<file path="src/rtl/muldiv_unit_if.sv">
// Request/result bundle between the datapath controller and muldiv_unit.
// The controller drives start/op/A/B and stalls on busy before reading hi/lo.
interface muldiv_unit_if #(
    parameter int WIDTH = 32
);
    logic             start;
    logic [2:0]       op;
    logic [WIDTH-1:0] A;
    logic [WIDTH-1:0] B;
    logic             busy;
    logic             done;
    logic [WIDTH-1:0] hi;
    logic [WIDTH-1:0] lo;
    logic             dbz;

    modport master (output start, op, A, B, input busy, done, hi, lo, dbz);
    modport slave  (input start, op, A, B, output busy, done, hi, lo, dbz);
endinterface

</file>
<file path="src/rtl/muldiv_unit.sv">
// Iterative MULT/MULTU/DIV/DIVU with HI/LO registers, WIDTH+1 cycles per op.
// Operates on magnitudes and fixes signs in a final cycle; MTHI/MTLO are single-cycle writes.
module muldiv_unit #(
    parameter int WIDTH = 32
) (
    input  logic         clk,
    input  logic         rstn,
    muldiv_unit_if.slave bus
);
    localparam int CW = $clog2(WIDTH + 1);

    typedef enum logic [1:0] {IDLE, MUL, DIV, FIX} state_t;

    state_t             r_state, w_next;
    logic [CW-1:0]      r_cnt;
    logic [2*WIDTH-1:0] r_acc;
    logic [WIDTH-1:0]   r_opb;
    logic               r_is_div, r_neg_q, r_neg_r, r_bzero;
    logic               r_busy, r_done, r_dbz;
    logic [WIDTH-1:0]   r_hi, r_lo;

    logic               w_a_neg, w_b_neg, w_last;
    logic [WIDTH-1:0]   w_a_mag, w_b_mag;
    logic [WIDTH:0]     w_mul_sum, w_rem_sh, w_diff;
    logic [2*WIDTH-1:0] w_prod;
    logic [WIDTH-1:0]   w_quo, w_rem;

    // op[0] selects the signed variant, op[1] selects divide, op[2] the MTxx/NOP group
    assign w_a_neg = bus.op[0] & bus.A[WIDTH-1];
    assign w_b_neg = bus.op[0] & bus.B[WIDTH-1];
    assign w_a_mag = w_a_neg ? -bus.A : bus.A;
    assign w_b_mag = w_b_neg ? -bus.B : bus.B;
    assign w_last  = (r_cnt == CW'(1));

    // Low half of r_acc holds the multiplier (shifted out) or dividend/quotient (shifted in);
    // high half holds the partial product or the running remainder.
    assign w_mul_sum = {1'b0, r_acc[2*WIDTH-1:WIDTH]} + (r_acc[0] ? {1'b0, r_opb} : '0);
    assign w_rem_sh  = {r_acc[2*WIDTH-1:WIDTH], r_acc[WIDTH-1]};
    assign w_diff    = w_rem_sh - {1'b0, r_opb};

    assign w_prod = r_neg_q ? -r_acc : r_acc;
    assign w_quo  = r_neg_q ? -r_acc[WIDTH-1:0] : r_acc[WIDTH-1:0];
    assign w_rem  = r_neg_r ? -r_acc[2*WIDTH-1:WIDTH] : r_acc[2*WIDTH-1:WIDTH];

    always_comb begin
        w_next = r_state;
        case (r_state)
            IDLE: if (bus.start && !bus.op[2]) w_next = bus.op[1] ? DIV : MUL;
            MUL:  if (w_last) w_next = FIX;
            DIV:  if (w_last) w_next = FIX;
            FIX:  w_next = IDLE;
            default: w_next = IDLE;
        endcase
    end

    always_ff @(posedge clk or negedge rstn) begin
        if (!rstn) r_state <= IDLE;
        else       r_state <= w_next;
    end

    always_ff @(posedge clk or negedge rstn) begin
        if (!rstn) begin
            r_cnt    <= '0;
            r_acc    <= '0;
            r_opb    <= '0;
            r_is_div <= 1'b0;
            r_neg_q  <= 1'b0;
            r_neg_r  <= 1'b0;
            r_bzero  <= 1'b0;
            r_busy   <= 1'b0;
            r_done   <= 1'b0;
            r_dbz    <= 1'b0;
            r_hi     <= '0;
            r_lo     <= '0;
        end else begin
            r_done <= 1'b0;
            case (r_state)
                IDLE: begin
                    if (bus.start) begin
                        if (!bus.op[2]) begin
                            r_acc    <= {{WIDTH{1'b0}}, w_a_mag};
                            r_opb    <= w_b_mag;
                            r_cnt    <= CW'(WIDTH);
                            r_busy   <= 1'b1;
                            r_is_div <= bus.op[1];
                            r_neg_q  <= w_a_neg ^ w_b_neg;
                            r_neg_r  <= w_a_neg;
                            r_bzero  <= bus.op[1] && (bus.B == '0);
                        end else if (bus.op[1:0] == 2'd0) begin
                            r_hi <= bus.A;
                        end else if (bus.op[1:0] == 2'd1) begin
                            r_lo <= bus.A;
                        end
                    end
                end
                MUL: begin
                    r_acc <= {w_mul_sum, r_acc[WIDTH-1:1]};
                    r_cnt <= r_cnt - CW'(1);
                end
                DIV: begin
                    // Restoring step: keep the shifted remainder when the trial subtract goes negative
                    if (w_diff[WIDTH])
                        r_acc <= {w_rem_sh[WIDTH-1:0], r_acc[WIDTH-2:0], 1'b0};
                    else
                        r_acc <= {w_diff[WIDTH-1:0], r_acc[WIDTH-2:0], 1'b1};
                    r_cnt <= r_cnt - CW'(1);
                end
                FIX: begin
                    if (r_is_div) begin
                        r_lo <= r_bzero ? {WIDTH{1'b1}} : w_quo;
                        r_hi <= w_rem;
                    end else begin
                        {r_hi, r_lo} <= w_prod;
                    end
                    r_dbz  <= r_bzero;
                    r_done <= 1'b1;
                    r_busy <= 1'b0;
                end
                default: ;
            endcase
        end
    end

    assign bus.busy = r_busy;
    assign bus.done = r_done;
    assign bus.hi   = r_hi;
    assign bus.lo   = r_lo;
    assign bus.dbz  = r_dbz;
endmodule

</file>
<file path="src/flat_wrapper.sv">
// flat-port wrapper written by rule: the top's interface ports become plain ports
module muldiv_unit_flat 
#(
    parameter int WIDTH = 32
)
  (clk, rstn, bus_start, bus_op, bus_A, bus_B, bus_busy, bus_done, bus_hi, bus_lo, bus_dbz);
  muldiv_unit_if #(.WIDTH(WIDTH)) bus_i ();
  input  logic clk;
  input  logic rstn;
  input wire logic [$bits(bus_i.start)-1:0] bus_start;
  input wire logic [$bits(bus_i.op)-1:0] bus_op;
  input wire logic [$bits(bus_i.A)-1:0] bus_A;
  input wire logic [$bits(bus_i.B)-1:0] bus_B;
  output wire logic [$bits(bus_i.busy)-1:0] bus_busy;
  output wire logic [$bits(bus_i.done)-1:0] bus_done;
  output wire logic [$bits(bus_i.hi)-1:0] bus_hi;
  output wire logic [$bits(bus_i.lo)-1:0] bus_lo;
  output wire logic [$bits(bus_i.dbz)-1:0] bus_dbz;
  assign bus_i.start = bus_start;
  assign bus_i.op = bus_op;
  assign bus_i.A = bus_A;
  assign bus_i.B = bus_B;
  assign bus_busy = bus_i.busy;
  assign bus_done = bus_i.done;
  assign bus_hi = bus_i.hi;
  assign bus_lo = bus_i.lo;
  assign bus_dbz = bus_i.dbz;
  muldiv_unit #(.WIDTH(WIDTH)) u_core (.clk(clk), .rstn(rstn), .bus(bus_i));
endmodule
</file>
<file path="config.mk">
export PLATFORM = sky130hd
export DESIGN_NAME = muldiv_unit_flat
export DESIGN_NICKNAME = d
export VERILOG_FILES = /design/src/rtl/muldiv_unit_if.sv /design/src/rtl/muldiv_unit.sv /design/src/flat_wrapper.sv
export SDC_FILE = /design/constraint.sdc
export NUM_CORES = 1
export LEC_CHECK = 0
export ABC_AREA = 0
export CAP_MARGIN = 20
export CORE_MARGIN = 4
export CORE_UTILIZATION = 30
export DETAILED_ROUTE_END_ITERATION = 8
export DONT_BUFFER_PORTS = 1
export PLACE_DENSITY = 0.44
export SLEW_MARGIN = 25
export SYNTH_ARGS = -nofsm -noshare
export SYNTH_HDL_FRONTEND = slang
export SYNTH_SLANG_ARGS = --single-unit
export TNS_END_PERCENT = 5
</file>
<file path="constraint.sdc">
create_clock -name clk -period 6.3 [get_ports clk]
set_clock_uncertainty 0.15 [all_clocks]
set_input_delay 0.63 -clock clk [delete_from_list [all_inputs] [get_ports clk]]
set_output_delay 0.63 -clock clk [all_outputs]
set_load 0.01 [all_outputs]
</file>
After elaboration in Yosys (flattened, before gate mapping):

Index checks and enable logic that the tools add are counted.

* bits in latches: 0
* logic and storage cells: 88
* memories kept: 0
* register bits: 175
* bits in read-only memories: 0
* RAM bits: 0
* bits of input ports: 70

* equal/unequal tests: 13
* $mul: 0
* order comparisons: 0
* reductions and logical operators: 17
* $add $sub $neg: 8
* multiplexer cells: 33
* shift operators: 0
* divide/modulo/power cells: 0
* bitwise gates (word level): 4

Operator list (number)
* $mux W32: 15
* $mux W64: 4
* $pmux W64 S3: 1
* $neg A32 Y32: 4
* $pmux W32 S2: 2
* $neg A64 Y64: 1
* $add A32 B33 Y33: 1
* $sub A33 B32 Y33: 1
* $logic_not A32 Y1: 1
* $mux W6: 2
* $pmux W6 S2: 1
* $reduce_and A3 Y1: 4
* $ne A2 B1 Y1 const B: 4
* $ne A2 B2 Y1 const B: 4
* $eq A6 B1 Y1 const B: 1
* $mux W2: 3
* $pmux W2 S3: 1
* $sub A6 B1 Y6 const B: 1
* $reduce_and A5 Y1: 1
* $eq A2 B1 Y1 const B: 2
* $eq A2 B2 Y1 const B: 2
* $logic_not A2 Y1: 2
* $reduce_and A4 Y1: 1
* $reduce_bool A2 Y1: 2
* 10 further kinds: 14

Longest topological paths before layout:

Gate-level depths: netlist (run 1).

* depth in word-level cells: 6
* mapped depth: 14

Worst setup path before layout (run 1):

Ideal clock, no wire load.

* path type: flip-flop to flip-flop
* from: reg u_core.r_acc[0]
* to: reg u_core.r_acc[62]
* data required time: 6.026 ns
* arrival time: 3.415 ns
* setup time: 0.124 ns
* cell stages (with the launch flop): 15
* setup slack: 2.611 ns
* period minus slack after synthesis: 3.689 ns
* path through: dfrtp_1 > inv_1 > buf_1 > nor2_1 > ha_1 > a21o_1 > a21oi_2 > o211ai_1 > a311o_1 > a41o_1 > o31ai_1 > nor3_1 > o221ai_1 > mux2_2 > a211o_1

* longest elaborated chain between the ends: 3

RTL lines
* start, declared: RTL line muldiv_unit.sv:16 `logic [2*WIDTH-1:0] r_acc;`
* start signal, assigned: RTL line muldiv_unit.sv:81 `r_acc <= {{WIDTH{1'b0}}, w_a_mag};`
* start signal, assigned: RTL line muldiv_unit.sv:97 `r_acc <= {w_mul_sum, r_acc[WIDTH-1:1]};`
* start signal, assigned: RTL line muldiv_unit.sv:103 `r_acc <= {w_rem_sh[WIDTH-1:0], r_acc[WIDTH-2:0], 1'b0};`
* $mux W32: RTL line muldiv_unit.sv:37 `assign w_mul_sum = {1'b0, r_acc[2*WIDTH-1:WIDTH]} + (r_acc[0] ? {1'b0, r_opb} : '0);`
* $add A32 B33 Y33: RTL line muldiv_unit.sv:37
* $pmux W64 S3: RTL line muldiv_unit.sv:77 `case (r_state)`

No other way between the ends.
A chain may end at the register's enable or synchronous reset.

Final worst setup path (run 1):

Ends and elaborated chain as after synthesis.

==> results.yml, run 1 <==
outcome:
  status: "finished clean"
timing:
  period_needed_ns: 4.81
  hold_slack_ns: 0.112
  finalSetupViolations: 0
  worst_slack_ns: 1.49
  tightest_slew_ns: 0.916
  tns_ns: 0
  max-slew-margin-rel: 0.385
  hold_violations: 0
  max_freq_mhz: 208
  drv_slew: 0
  fin_crit_sh: 0.763
  rsz0062_at_grt: "false"
clocking:
  cts_max_level: 4
  worst_skew_pair.late_latency_ns: 0.50
  clockBufferDepth: 2
  cts_tree: "built"
  root_buffer: "clkbuf_16"
  cts.sinks: 175
  clk_pin_slew_ns: 0.08
  cts_made_buffers: 17
layout:
  area_growth_pct: 8.79
  layout_commonest_cell: "nand2_1"
  antenna_cells: 0
  drive_gt1_frac: 0.0505
  utilization: 0.333
  final_cell_mix: "226 x nand2_1, 179 x o21ai_0, 175 x dfrtp_1"
  nets: 1895
setup_path:
  required_ns: 6.54
  path_delay_family: "compound AO/OA/AOI/OAI gates"
  worstPathCellList: "clkinv_1 -> nor2_1 -> ha_1 -> a21o_1 -> a21oi_2 -> o211ai_1 -> a311o_1 -> a41o_1 -> o31ai_1 -> nor3_1 -> o221ai_1 -> mux2_2 -> a211o_1"
  cp_slowest_cell: "clkinv_1"
  critPathMaxStageDelay_ns: 0.75
  critPathBufInv: 1
  cp-start-kind: "register"
  criticalPathCategory: "reg2reg"
  crit_fanout: 33
  cp.arrival_ns: 5.05
  end_kind: "register"
synthesis:
  synth_fp_nets: 1957
  synth_cell_types: 80
  synth-xor-area-share: 0.107
  synth-simple-area-share: 0.190
  yosys_warnings: 0
  muxShareOfSynthArea: 0.0277
  synthArstFlopShare: 1.00
  yosys.area.top_type: "dfrtp_1"
  synth-adder-area-share: 0.0673
  synthesis.instances: 1811
  synth-seq-cells: 175
  synthDominantCellAreaShare: 0.305
  synthesis.area_mm2: 0.0144
  synth.area.top_cells: "dfrtp_1 31%, xnor2_1 7.3%, ha_1 6.4%, o21ai_0 6.2%, nand2_1 5.9%"
  synth_flop_cell: "dfrtp_1"
  synth-edff-count: 0
  synth.avg_cell_area_um2: 7.93
  ys_seq_area_frac: 0.305
  synth_top_family_by_area: "compound AO/OA/AOI/OAI gates"
  synth_compound_area_frac: 0.257
grt:
  grt_max_degree: 176
  grt_first_pass_wirelength_um: 79100
  grt_pass1_vias: 13010
  grt_antenna_before_repair: 1
  grt_use_total: 0.200
  grt.overflow.total: 0
drt:
  wirelength_um: 50800
  drcViolationCount: 0
  via_count: 13185
  drtIter0Drc: 1064
  vias_per_cell: 5.57
  wire_per_inst_um: 21.5
  antenna_left: 0
  drt_first_pass_iters: 5
run:
  cap_violations: 0
pwr:
  total_power_mw: 9.60
  ir_worst_vdd_uv: 323
  leakagePower_nw: 6.63
  powerDensity_mw_per_mm2: 615
floorplanning:
  die-area_mm2: 0.0514
  io_pins: 137
  initial_core_util: 0.306
  rows: 79
  core_mm2: 0.0470
  die_w_um: 227
  die_h_um: 227
place:
  globalplace.congestion: 0.892
  place_ws_ns: 1.66
  hpwl_um: 38100
  numPortBuffers: 0
hold_path:
  hold_path_class: "in2reg"
==> sequential cells by signal, indices dropped and copies added (netlist names) <==
| signal | count |
|---|---|
| u_core.bus.busy | 1 |
| u_core.bus.dbz | 1 |
| u_core.bus.done | 1 |
| u_core.bus.hi | 32 |
| u_core.bus.lo | 32 |
| u_core.r_acc | 64 |
| u_core.r_bzero | 1 |
| u_core.r_cnt | 6 |
| u_core.r_is_div | 1 |
| u_core.r_neg_q | 1 |
| u_core.r_neg_r | 1 |
| u_core.r_opb | 32 |
| u_core.r_state | 2 |
==> kinds of logic after synthesis <==
logic type,Yosys count
flops,175
buf+inv,172
mux,39
xor+xnor,175
compound gates,590
simple gates,584
fa+ha+maj,76
==> report_power, final <==
group / internal (mW) / switching (mW) / total [mW]
clock: 0.651 / 0.549 / 1.20
combinational: 2.28 / 3.70 / 5.99
sequential: 1.63 / 0.780 / 2.41
==> synthesized netlist by cell type (19+ instances only) <==
| master | instances |
|---|---|
| dfrtp_1 | 175 |
| o31ai_1 | 47 |
| a21o_1 | 32 |
| nand2b_1 | 20 |
| xor2_1 | 56 |
| clkbuf_1 | 84 |
| and3_1 | 19 |
| o22ai_1 | 38 |
| nor3_1 | 32 |
| a221oi_1 | 31 |
| xnor2_1 | 119 |
| mux2i_1 | 33 |
| nor2_1 | 162 |
| o21ai_0 | 179 |
| a21oi_1 | 143 |
| nand3_1 | 19 |
| nand2_1 | 227 |
| inv_1 | 68 |
| ha_1 | 74 |
==> cell type report <==
class,instances,area [um2]
fillers,5012,31300
well taps,607,759
inverters,70,263
flip-flops and latches,175,4380
multi-input cells,1464,9360
clock buffers,18,439
clock inverters,14,195
repair buffers,21,220
==> layer usage <==
metal / GRT usage / vias to the layer above / routed length, um / share of wire
met5: 0 / - / 0 / 0
met4: 0.0619 / 0 / 1360 / 0.027
met3: 0.0460 / 58 / 2900 / 0.057
met2: 0.319 / 385 / 23500 / 0.46
met1: 0.269 / 6349 / 23100 / 0.45
li1: - / 6393 / - / -
==> worst paths after layout <==
check | endpoint | cells past startpoint | from | slack (ns)
max | u_core.r_acc[62] | 13 | u_core.r_acc[0] | 1.49
min in group asynchronous | u_core.bus.lo[12] | 2 | rstn | 0.50
max in group asynchronous | u_core.r_acc[31] | 3 | rstn | 4.52
min | u_core.r_opb[31] | 2 | bus_B[31] | 0.11
min reg2reg | u_core.r_opb[6] | 2 | u_core.r_opb[6] | 0.33
max reg2reg | u_core.r_acc[62] | 13 | u_core.r_acc[0] | 1.49
==> worst reg2reg max path, stage by stage (launching register included) <==
cell,delay [ns]
dfrtp_1,0.45
clkinv_1,0.75
nor2_1,0.47
ha_1,0.30
a21o_1,0.17
a21oi_2,0.20
o211ai_1,0.12
a311o_1,0.42
a41o_1,0.29
o31ai_1,0.45
nor3_1,0.11
o221ai_1,0.21
mux2_2,0.35
a211o_1,0.27
==> metrics by stage <==
step                instances  cell area, um2
global placement         2333           14900
global route             2369           15600
floorplan                1811           14400
finish                   2369           15600
detailed placement       2334           14900
CTS                      2367           15600
==> timing repair <==
action                                 CTS  global route
endpoints found under the hold margin  175            46
setup buffers                            0             0
gates resized for setup                  0             0
hold buffers                             1             1
No activity file was read; power rests on OpenSTA's default activity.
==> run 2: changes to the inputs <==
- PLACE_DENSITY: 0.44 -> 0.45
- clock period: 6.3 -> 4.1 ns (I/O delays scaled with it)
==> run 2 against run 1 <==
  * The flow now finishes with violations (negative hold slack)
  * Largest cell class unchanged
  * Combinational power grew 61%
  * Final area is 5.7% higher
  * Cell count is 4.3% higher
  * Power is 56% higher
  * Via count rose by 3.1%
  * Highest routed layer unchanged
  * Sequential cell count did not move
  * Critical path depth grew 1
==> results.yml, run 2 (synthesis gave the netlist of run 1 again) <==
outcome:
  status: "finished, violations left"
  violations: "negative hold slack"
place:
  globalplace.congestion: 0.913
  numPortBuffers: 0
  place_ws_ns: 0.129
  hpwl_um: 38500
  dpl_cell_area_mm2: 0.0152
setup_path:
  r2r-end: "u_core.r_acc[62]"
  startpoint: "u_core.r_acc[0]"
  end_kind: "register"
  rrSetupSlack_ns: 0.16
  cp.arrival_ns: 4.17
  ff2ff_path_depth: 14
  required_ns: 4.33
  worstReg2RegStart: "u_core.r_acc[0]"
  cp-start-kind: "register"
  criticalPathCategory: "reg2reg"
  crit_fanout: 7
timing:
  worst_slack_ns: 0.155
  finalSetupViolations: 0
  fin_crit_sh: 0.962
  hold_violations: 175
  drv_slew: 0
  max-slew-margin-rel: 0.388
  max_freq_mhz: 254
  tns_ns: 0
  period_needed_ns: 3.94
  hold_slack_ns: -0.550
  tightest_slew_ns: 0.918
clocking:
  cts.sinks: 175
  clk_pin_slew_ns: 0.08
  cts_made_buffers: 17
  worst_skew_pair.late_latency_ns: 0.50
  root_buffer: "clkbuf_16"
  clockBufferDepth: 2
  cts_tree: "built"
  hold_buffers: 66
  cts_max_level: 4
layout:
  antenna_cells: 0
  area_growth_pct: 15.0
  final_cell_mix: "226 x nand2_1, 179 x o21ai_0, 174 x dfrtp_1"
  nets: 1998
  layout_commonest_cell: "nand2_1"
  utilization: 0.352
  postLayoutCellArea_mm2: 0.0165
  drive_gt1_frac: 0.0697
  largest_reg_flops: 64
  top_register: "u_core.r_acc"
grt:
  use_met3: 0.0351
  use_met2: 0.340
  grt.overflow.total: 0
  grt_antenna_before_repair: 2
  grt_max_degree: 176
  grt-busiest-layer: "met2"
  grt_pass1_vias: 13391
  grt_use_met1: 0.275
  grt_first_pass_wirelength_um: 80900
  grt_use_total: 0.205
floorplanning:
  core_mm2: 0.0470
  die_w_um: 227
  rows: 79
  die-area_mm2: 0.0514
  initial_core_util: 0.306
  io_pins: 137
  die_h_um: 227
drt:
  drcViolationCount: 0
  antenna_left: 0
  drtIter0Drc: 1180
  vias_per_cell: 5.50
  wire_per_inst_um: 21.5
  drt_first_pass_iters: 5
  via_count: 13596
  wirelength_um: 53100
pwr:
  leakagePower_nw: 7.05
  total_power_mw: 15.0
  powerDensity_mw_per_mm2: 909
  ir_worst_vdd_uv: 434
run:
  cap_violations: 0
hold_path:
  hold_path_class: "in2async"
## run 2: changes by cell type in the layout (fill, tap and decap cells not counted), moves of 2 or more
cell,change
clkbuf_1,+2
clkinv_4,-2
buf_16,-3
inv_6,+2
buf_12,+3
buf_4,+37
dlygate4sd3_1,+65
## run 2: per-stage QoR
step / hold slack, ns / std cells
floorplan: -0.0356 / 1811
global placement: -0.0253 / 2369
detailed placement: -0.0254 / 2369
CTS: -0.589 / 2467
global route: -0.587 / 2472
finish: -0.550 / 2472
## run 2: layer usage
metal | share of wire | up-vias | wire, um
met2 | 0.47 | 394 | 24900
met3 | 0.062 | 54 | 3270
met1 | 0.45 | 6534 | 23900
met4 | 0.020 | 0 | 1080
met5 | 0 | - | 0
li1 | - | 6614 | -
## run 2: worst max-delay path, stage by stage (launching register included)
cell and delay (ns):
dfrtp_2 0.48, clkinvlp_4 0.21, buf_4 0.18, nor2_1 0.18, ha_1 0.28, a21o_1 0.17
a21oi_2 0.18, o211ai_1 0.12, a311o_1 0.41, a41o_1 0.29, o31ai_2 0.26, nor3_1 0.10
o221ai_1 0.19, mux2_2 0.35, a211o_1 0.26
## run 2: cell type report
cell class | instances | area [um2]
Timing Repair Buffer | 123 | 1130
Clock buffer | 19 | 433
Sequential cell | 175 | 4380
Tap cell | 607 | 759
Clock inverter | 13 | 165
Fill cell | 5007 | 30400
Timing Repair inverter | 1 | 5.00
Inverter | 70 | 267
Multi-Input combinational cell | 1464 | 9380
## run 2: power by group
part           total (mW)  switching (mW)  internal (mW)
combinational        9.66            5.90           3.76
sequential           3.57            1.06           2.51
clock                1.77           0.847          0.925
## run 2: timing repair
action                                  CTS  global route
hold endpoints to repair                283           175
endpoints found under the setup margin    0             5
buffers inserted                          0             4
gates resized for setup                   0             5
## run 2: worst max path at each step
stage,endpoint,cells after the start,slack [ns]
after floorplan,u_core.r_acc[62],14,0.41
after global placement,u_core.r_acc[63],14,0.13
after detailed placement,u_core.r_acc[63],14,0.13
after CTS,u_core.r_acc[63],14,0.1
after global routing,u_core.r_acc[62],14,-0.01
final,u_core.r_acc[62],14,0.16
==> run 3: changes to the inputs <==
- CTS_CLUSTER_DIAMETER: default -> 80
- HOLD_SLACK_MARGIN: default -> 0.06
==> run 3 against run 2 <==
  * The run still ends with negative hold slack left
  * Die area unchanged
  * Combinational power barely moved
  * Count of clock-buffer cells in the layout unchanged
  * Sequential power about the same
  * First-iteration DRC count fell by 2.7%
  * Critical path depth is the same
  * Largest power group unchanged
==> results.yml, run 3 (synthesis gave the netlist of run 1 again) <==
timing:
  tns_ns: 0
  fin_crit_sh: 0.966
  period_needed_ns: 3.96
  worst_slack_ns: 0.140
  tightest_slew_ns: 0.910
  hold_slack_ns: -0.549
  finalSetupViolations: 0
  drv_slew: 0
  max_freq_mhz: 253
  max-slew-margin-rel: 0.393
  hold_violations: 175
place:
  globalplace.congestion: 0.913
  numPortBuffers: 0
  place_ws_ns: 0.129
  hpwl_um: 38500
  placed_cells: 2369
clocking:
  clockBufferDepth: 2
  cts_made_buffers: 17
  cts_tree: "built"
  cts.sinks: 175
  cts_max_level: 4
  hold_buffers: 70
  root_buffer: "clkbuf_16"
  worst_skew_pair.late_latency_ns: 0.50
  clk_pin_slew_ns: 0.08
outcome:
  violations: "negative hold slack"
  status: "finished, violations left"
pwr:
  powerDensity_mw_per_mm2: 907
  p_sw_frac: 0.520
  power_frac_seq: 0.238
  clock_power_share: 0.118
  combPwrFrac: 0.644
  internal_power_mw: 7.20
  ir_worst_vdd_uv: 435
  p_switching_mw: 7.81
  leakagePower_nw: 7.07
setup_path:
  cp-start-kind: "register"
  cp.arrival_ns: 4.19
  crit_fanout: 7
  cp_slowest_cell: "dfrtp_2"
  criticalPathCategory: "reg2reg"
  path_delay_family: "compound AO/OA/AOI/OAI gates"
  end_kind: "register"
  critPathBufInv: 2
  critPathMaxStageDelay_ns: 0.48
  required_ns: 4.33
  worstPathCellList: "clkinvlp_4 -> buf_4 -> nor2_1 -> ha_1 -> a21o_1 -> a21oi_2 -> o211ai_1 -> a311o_1 -> a41o_1 -> o31ai_2 -> nor3_1 -> o221ai_1 -> mux2_2 -> a211o_1"
grt:
  grt_use_total: 0.206
  grt_antenna_before_repair: 2
  grt_pass1_vias: 13436
  grt.overflow.total: 0
  grt_max_degree: 176
  grt_first_pass_wirelength_um: 81000
layout:
  final_cell_mix: "226 x nand2_1, 179 x o21ai_0, 174 x dfrtp_1"
  largest_reg_flops: 64
  area_growth_pct: 15.3
  layout_commonest_cell: "nand2_1"
  drive_gt1_frac: 0.0696
  fin_cells: 2476
  antenna_cells: 0
  nets: 2002
  top_register: "u_core.r_acc"
  nFillCells: 5006
floorplanning:
  die-area_mm2: 0.0514
  die_h_um: 227
  io_pins: 137
  initial_core_util: 0.306
  rows: 79
  core_mm2: 0.0470
  die_w_um: 227
drt:
  drt_first_pass_iters: 5
  wirelength_um: 53200
  drtIter0Drc: 1148
  vias_per_cell: 5.51
  wire_per_inst_um: 21.5
  via_count: 13644
  drcViolationCount: 0
  antenna_left: 0
hold_path:
  hold_path_class: "in2async"
run:
  cap_violations: 0
run 3: layout make-up:
type,instances,area (um2),area share
clock inverters,13,165,0.00998
multi-input cells,1464,9380,0.566
repair buffers,127,1170,0.0705
inverters,70,267,0.0161
clock buffers,19,433,0.0262
flip-flops and latches,175,4380,0.265
repair inverters,1,5.00,0.000302
well taps,607,759,0.0459
run 3: what timing repair did:
action,CTS,global route
hold endpoints to repair,296,175
setup buffers,0,4
gates resized for setup,0,5
endpoints found under the setup margin,0,5
run 3: per-layer routing:
| metal | up-vias | routed length (um) | track usage |
|---|---|---|---|
| met1 | 6552 | 24200 | 0.276 |
| met4 | 0 | 1110 | 0.0623 |
| li1 | 6623 | - | - |
| met3 | 55 | 2950 | 0.0343 |
| met2 | 414 | 24900 | 0.340 |
| met5 | - | 0 | 0 |
run 3: power by group through the flow:
stage          clock network (mW)  registers (mW)  logic [mW]
2_1_floorplan                   0            3.23        6.96
3_3_place_gp                    0            3.59        9.44
3_5_place_dp                    0            3.61        9.48
4_1_cts                      1.83            3.58        9.58
5_1_grt                      1.89            3.69        10.7
6_report                     1.77            3.57        9.67
run 3: worst paths after layout:
| path | from | endpoint | slack [ns] | cells after the start |
|---|---|---|---|---|
| max | u_core.r_acc[0] | u_core.r_acc[62] | 0.14 | 14 |
| min in group clk | bus_A[31] | u_core.bus.lo[31] | 0.09 | 2 |
| min reg2reg | u_core.r_opb[9] | u_core.r_opb[9] | 0.33 | 2 |
| max in group asynchronous | rstn | u_core.r_acc[0] | 3.71 | 0 |
| max reg2reg | u_core.r_acc[0] | u_core.r_acc[62] | 0.14 | 14 |
| min | rstn | u_core.bus.lo[31] | -0.55 | 0 |
run 3: per-stage QoR:
stage	cell area, um2	util	total power [mW]
finish	16600	0.353	15.0
detailed placement	15200	0.324	13.1
CTS	16500	0.351	15.0
global placement	15200	0.324	13.0
floorplan	14400	-	10.2
global route	16600	0.353	16.2
